**src/rtl/pll_reconfig_ctrl.sv**
```systemverilog
// PLL reconfiguration controller: shifts a 16-bit M/N setting into the PLL scan chain,
// commits it with configupdate, then waits for scandone and a sustained lock.
module pll_reconfig_ctrl #(
    parameter int DATA_WIDTH     = 16,
    parameter int STABLE_CYCLES  = 1024,
    parameter int TIMEOUT_CYCLES = 65535
) (
    input  logic                  clock,
    input  logic                  reset_n,
    input  logic                  trigger,
    input  logic [DATA_WIDTH-1:0] PLL_DATA,
    output logic                  busy,
    output logic                  stable_reconfig,
    output logic                  timeout,
    output logic                  locked,
    output logic                  scanclkena,
    output logic                  scandata,
    output logic                  configupdate,
    input  logic                  scandone,
    input  logic                  pll_locked_in
);

    localparam int BCNT_W = $clog2(DATA_WIDTH) + 1;
    localparam int SCNT_W = $clog2(STABLE_CYCLES) + 1;
    localparam int TCNT_W = 16;
    localparam logic [BCNT_W-1:0] BIT_LAST = BCNT_W'(DATA_WIDTH - 1);
    localparam logic [SCNT_W-1:0] STB_LAST = SCNT_W'(STABLE_CYCLES - 1);
    localparam logic [TCNT_W-1:0] TMO_LAST = TCNT_W'(TIMEOUT_CYCLES - 1);

    typedef enum logic [2:0] {
        IDLE      = 3'd0,
        SHIFT     = 3'd1,
        UPDATE    = 3'd2,
        WAIT_DONE = 3'd3,
        WAIT_LOCK = 3'd4,
        STABLE    = 3'd5,
        FAIL      = 3'd6
    } state_t;

    state_t                state, state_next;
    logic                  lock_sync;
    logic [DATA_WIDTH-1:0] shreg, shreg_d;
    logic [BCNT_W-1:0]     bit_cnt, bit_cnt_d;
    logic [TCNT_W-1:0]     tmo_cnt, tmo_cnt_d;
    logic [SCNT_W-1:0]     stb_cnt, stb_cnt_d;
    logic                  busy_d, stable_d, timeout_d;
    logic                  scanclkena_d, scandata_d, configupdate_d;

    // Raw lock is asynchronous to clock; two flops before anything looks at it.
    always_ff @(posedge clock or negedge reset_n) begin
        if (!reset_n) begin
            lock_sync <= 1'b0;
            locked    <= 1'b0;
        end else begin
            lock_sync <= pll_locked_in;
            locked    <= lock_sync;
        end
    end

    always_ff @(posedge clock or negedge reset_n) begin
        if (!reset_n) state <= IDLE;
        else          state <= state_next;
    end

    always_comb begin
        state_next = state;
        unique case (state)
            IDLE, FAIL: if (trigger) state_next = SHIFT;
            SHIFT:      if (bit_cnt == BIT_LAST) state_next = UPDATE;
            UPDATE:     state_next = WAIT_DONE;
            WAIT_DONE: begin
                if (scandone)                 state_next = WAIT_LOCK;
                else if (tmo_cnt >= TMO_LAST) state_next = FAIL;
            end
            WAIT_LOCK: begin
                if (locked)                   state_next = STABLE;
                else if (tmo_cnt >= TMO_LAST) state_next = FAIL;
            end
            STABLE:     if (locked && stb_cnt == STB_LAST) state_next = IDLE;
            default:    state_next = IDLE;
        endcase
    end

    // Next values for every registered output and counter; all counters saturate.
    always_comb begin
        shreg_d        = shreg;
        bit_cnt_d      = bit_cnt;
        tmo_cnt_d      = tmo_cnt;
        stb_cnt_d      = stb_cnt;
        timeout_d      = timeout;
        stable_d       = stable_reconfig;
        scandata_d     = 1'b0;
        scanclkena_d   = (state_next == SHIFT);
        configupdate_d = (state_next == UPDATE);
        busy_d         = (state_next != IDLE) && (state_next != FAIL);
        unique case (state)
            IDLE, FAIL: begin
                if (trigger) begin
                    shreg_d    = PLL_DATA;
                    bit_cnt_d  = '0;
                    tmo_cnt_d  = '0;
                    timeout_d  = 1'b0;
                    stable_d   = 1'b0;
                    scandata_d = PLL_DATA[DATA_WIDTH-1];
                end else if (state == IDLE && !locked) begin
                    stable_d = 1'b0;
                end
            end
            SHIFT: begin
                if (state_next == SHIFT) begin
                    shreg_d    = shreg << 1;
                    bit_cnt_d  = bit_cnt + BCNT_W'(bit_cnt != '1);
                    scandata_d = shreg_d[DATA_WIDTH-1];
                end
            end
            UPDATE:    tmo_cnt_d = '0;
            WAIT_DONE: begin
                if (scandone) tmo_cnt_d = '0;
                else          tmo_cnt_d = tmo_cnt + TCNT_W'(tmo_cnt != '1);
            end
            WAIT_LOCK: begin
                if (locked) stb_cnt_d = '0;
                else        tmo_cnt_d = tmo_cnt + TCNT_W'(tmo_cnt != '1);
            end
            STABLE: begin
                if (!locked)                 stb_cnt_d = '0;
                else if (state_next == IDLE) stable_d  = 1'b1;
                else                         stb_cnt_d = stb_cnt + SCNT_W'(stb_cnt != '1);
            end
            default: ;
        endcase
        if (state_next == FAIL) begin
            timeout_d = 1'b1;
            stable_d  = 1'b0;
        end
    end

    always_ff @(posedge clock or negedge reset_n) begin
        if (!reset_n) begin
            shreg           <= '0;
            bit_cnt         <= '0;
            tmo_cnt         <= '0;
            stb_cnt         <= '0;
            busy            <= 1'b0;
            stable_reconfig <= 1'b0;
            timeout         <= 1'b0;
            scanclkena      <= 1'b0;
            scandata        <= 1'b0;
            configupdate    <= 1'b0;
        end else begin
            shreg           <= shreg_d;
            bit_cnt         <= bit_cnt_d;
            tmo_cnt         <= tmo_cnt_d;
            stb_cnt         <= stb_cnt_d;
            busy            <= busy_d;
            stable_reconfig <= stable_d;
            timeout         <= timeout_d;
            scanclkena      <= scanclkena_d;
            scandata        <= scandata_d;
            configupdate    <= configupdate_d;
        end
    end

endmodule

```
**config.mk**
```make
export PLATFORM = sky130hd
export DESIGN_NAME = pll_reconfig_ctrl
export DESIGN_NICKNAME = d
export VERILOG_FILES = /design/src/rtl/pll_reconfig_ctrl.sv
export SDC_FILE = /design/constraint.sdc
export NUM_CORES = 1
export LEC_CHECK = 0
export ABC_AREA = 1
export ABC_CLOCK_PERIOD_IN_PS = 1900
export CAP_MARGIN = 30
export CORE_MARGIN = 2
export CORE_UTILIZATION = 52
export DETAILED_ROUTE_END_ITERATION = 8
export PLACE_DENSITY_LB_ADDON = 0.3
export SYNTH_ARGS = -nofsm -noshare
export SYNTH_HDL_FRONTEND = slang
export SYNTH_SLANG_ARGS = --single-unit
export TNS_END_PERCENT = 1
```
**constraint.sdc**
```tcl
create_clock -name clock -period 1.9 [get_ports clock]
set_input_delay 0.19 -clock clock [delete_from_list [all_inputs] [get_ports clock]]
set_output_delay 0.19 -clock clock [all_outputs]
set_load 0.01 [all_outputs]
```
==> impl_metrics.yaml <==
status:
  status: "complete, but fails checks"
  violations: "setup timing"
min_path:
  hold_start: "pll_locked_in"
  whs_path_depth: 1
  hold_class: "in2reg"
  min_to: "lock_sync$_DFF_PN0_"
synthesis:
  synthSimpleGateAreaFrac: 0.2728
  synth_warnings: 0
  synth_compound_area_frac: 0.1466
  yosys.area_share.adder: 0.02358
  synth_top_family_by_area: "simple AND/OR/NAND/NOR gates"
  syn_nets: 423
  synth_area_mm2: 0.003183
  synth-async-reset-ratio: 1.000
  ys_ff_latch: 58
  synthMuxAreaShare: 0
  synth-edff-count: 0
  yosys.cell_types.count: 38
  ys_seq_area_frac: 0.4560
  synth-xor-area-share: 0.01376
  synth_area_per_cell_um2: 8.038
  synthFlopType: "dfrtp_1"
  synth_cells: 396
layout:
  syn_to_final_growth_pct: 29.72
  num_antenna_cells: 0
  fillCellCount: 457
  layout_common_cells: "nand2_1 (77), dfrtp_1 (57), inv_1 (49), buf_4 (45), o21ai_0 (34)"
  instances_no_fill: 550
  final_nets: 498
  final_core_util: 0.6974
  multi_input_area_mm2: 0.001567
  postLayoutCellArea_mm2: 0.004129
  drive_gt1_frac: 0.2379
  layout_commonest_cell: "nand2_1"
  ff_latch_area_mm2: 0.001453
clocking:
  insertion_delay_ps: 350
  cts_tree: "built"
  numCtsBuffers: 9
  path_clk_slew_ps: 70
  cts_buffer_depth: 2
  clock-root-buffer: "clkbuf_8"
  htreeDepth: 3
  cts_sinks: 58
critical_path:
  crit_family: "simple AND/OR/NAND/NOR gates"
  worstSetupPathType: "reg2reg"
  cpMostUsedCell: "nand2_1"
  required_ps: 2180
  cp.arrival_ps: 2210
  cp_max_fo: 3
  critPathSlowestCell: "dfrtp_1"
  timing.rr.end: "tmo_cnt[14]$_DFFE_PN0P_"
  cp-end-kind: "register"
  start_kind: "register"
  rrSetupSlack_ps: -40
  critPathBufInv: 0
  crit_chain: "nand2_2 > nor2_4 > nand2_2 > nor2_1 > nand2_1 > ha_4 > ha_4 > nand2_4 > nor3_4 > nand2_1 > nor3_2 > nand4_1 > nand2_1 > nand2_1 > nor2_1"
  ff2ff_path_depth: 15
  reg2reg_from: "tmo_cnt[9]$_DFFE_PN0P_"
  max_stage_delay_ps: 390
pwr:
  power.total_mw: 4.594
  power.density_mw_per_mm2: 1113
  leakagePower_nw: 1.962
  vdd_ir_drop_max_mv: 0.7040
detailed_routing:
  wl_per_cell_um: 12.89
  drt_wl_total_um: 7091
  drcViolationCount: 0
  dr.pass1.iters: 4
  drt_iter0_drc: 132
  ant_nets: 0
  routed_via_density: 5.122
  via_count: 2817
timing:
  period_share: 1.019
  min_period_ps: 1935
  fin_ws_ps: -35.27
  hold_viol: 0
  slew_headroom: 0.7272
  setup_viol: 1
  fin_setup_tns_ps: -35.27
  rsz0062_at_grt: "true"
  tightest_slew_ps: 409.1
  fmax_mhz: 516.7
  maxSlewViolCount: 0
  timing.hold.ws_ps: 277.5
  skew_ps: 8.247
placed_design:
  dp_hpwl_um: 4786
  gp_routability_congestion: 0.9006
  preCtsSetupSlack_ps: -193.6
  placed_cells: 524
  post_dp_cell_area_mm2: 0.003764
  io_buffers: 27
grt:
  grt_start_max_net_pins: 34
  grt_pass1_wl_um: 12030
  grt_pass1_vias: 2626
  grt_use_total: 0.2341
  gr-total-overflow: 0
  antenna_found_initial: 0
floorplanning:
  die_area_mm2: 0.006763
  start_util: 0.5376
  core_mm2: 0.005921
  io_pins: 28
  rows: 28
  die_h_um: 82.24
  die_x_um: 82.24
run:
  drv_cap: 0
-- area by class of cell --
cell class / count / share of cell area
tap: 75 / 0.02273
timing repair buffer: 74 / 0.1533
sequential: 58 / 0.3518
clock inverter: 2 / 0.003030
inverter: 55 / 0.05121
clock buffer: 13 / 0.03848
multi-input combinational: 273 / 0.3794
-- synthesized netlist by cell type (6+ instances only) --
library cell / number / share of area
nand2_2: 8 / 0.016
nor3_1: 8 / 0.013
nand3_1: 24 / 0.038
a21oi_1: 16 / 0.025
nand4_1: 7 / 0.014
nand2_1: 84 / 0.099
inv_1: 49 / 0.058
ha_1: 6 / 0.024
o21ai_0: 34 / 0.053
o211ai_1: 16 / 0.038
nor2_1: 33 / 0.039
dfrtp_1: 58 / 0.46
-- power breakdown --
group	internal [mW]	switching (mW)	leakage (nW)
sequential	1.55	0.162	0.749
combinational	0.732	1.12	1.13
clock	0.536	0.494	0.0855
-- worst max-delay path by stage --
| stage | depth (start not counted) | from | end | slack [ps] |
|---|---|---|---|---|
| detailed placement | 14 | tmo_cnt[8]$_DFFE_PN0P_ | tmo_cnt[14]$_DFFE_PN0P_ | -190 |
| global route | 15 | tmo_cnt[9]$_DFFE_PN0P_ | tmo_cnt[14]$_DFFE_PN0P_ | -190 |
| finish | 15 | tmo_cnt[9]$_DFFE_PN0P_ | tmo_cnt[14]$_DFFE_PN0P_ | -40 |
| CTS | 15 | tmo_cnt[8]$_DFFE_PN0P_ | tmo_cnt[14]$_DFFE_PN0P_ | -110 |
| floorplan | 14 | tmo_cnt[7]$_DFFE_PN0P_ | tmo_cnt[14]$_DFFE_PN0P_ | -60 |
| global placement | 14 | tmo_cnt[8]$_DFFE_PN0P_ | tmo_cnt[14]$_DFFE_PN0P_ | -80 |
-- routing by layer --
layer	vias up	global-route usage	routed length [um]
met1	1309	0.3156	3176
li1	1447	-	-
met2	47	0.3677	3537
met3	14	0.04239	278
met4	0	0.1050	97
met5	-	0	0
-- flip-flops by register name, indices dropped and copies added, names as in the netlist --
signal,flops
tmo_cnt,16
shreg,15
stb_cnt,11
bit_cnt,5
state,3
busy,1
configupdate,1
lock_sync,1
locked,1
scanclkena,1
scandata,1
stable_reconfig,1
timeout,1
-- what timing repair did --
item,4_1_cts,5_1_grt
buffers inserted,5,5
endpoints found under the setup margin,9,31
gates resized for setup,13,15
pin swaps,10,14
hold buffers,1,0
endpoints found under the hold margin,58,0
-- cells by family after synthesis --
group / count (synthesis)
DFF: 58
xor gates and xnor gates: 5
adders and majority gates: 6
and+or+nand+nor: 182
buffers and inverters: 65
AOI/OAI and AO/OA: 80
Note: power is estimated with default switching activity, not from simulation.
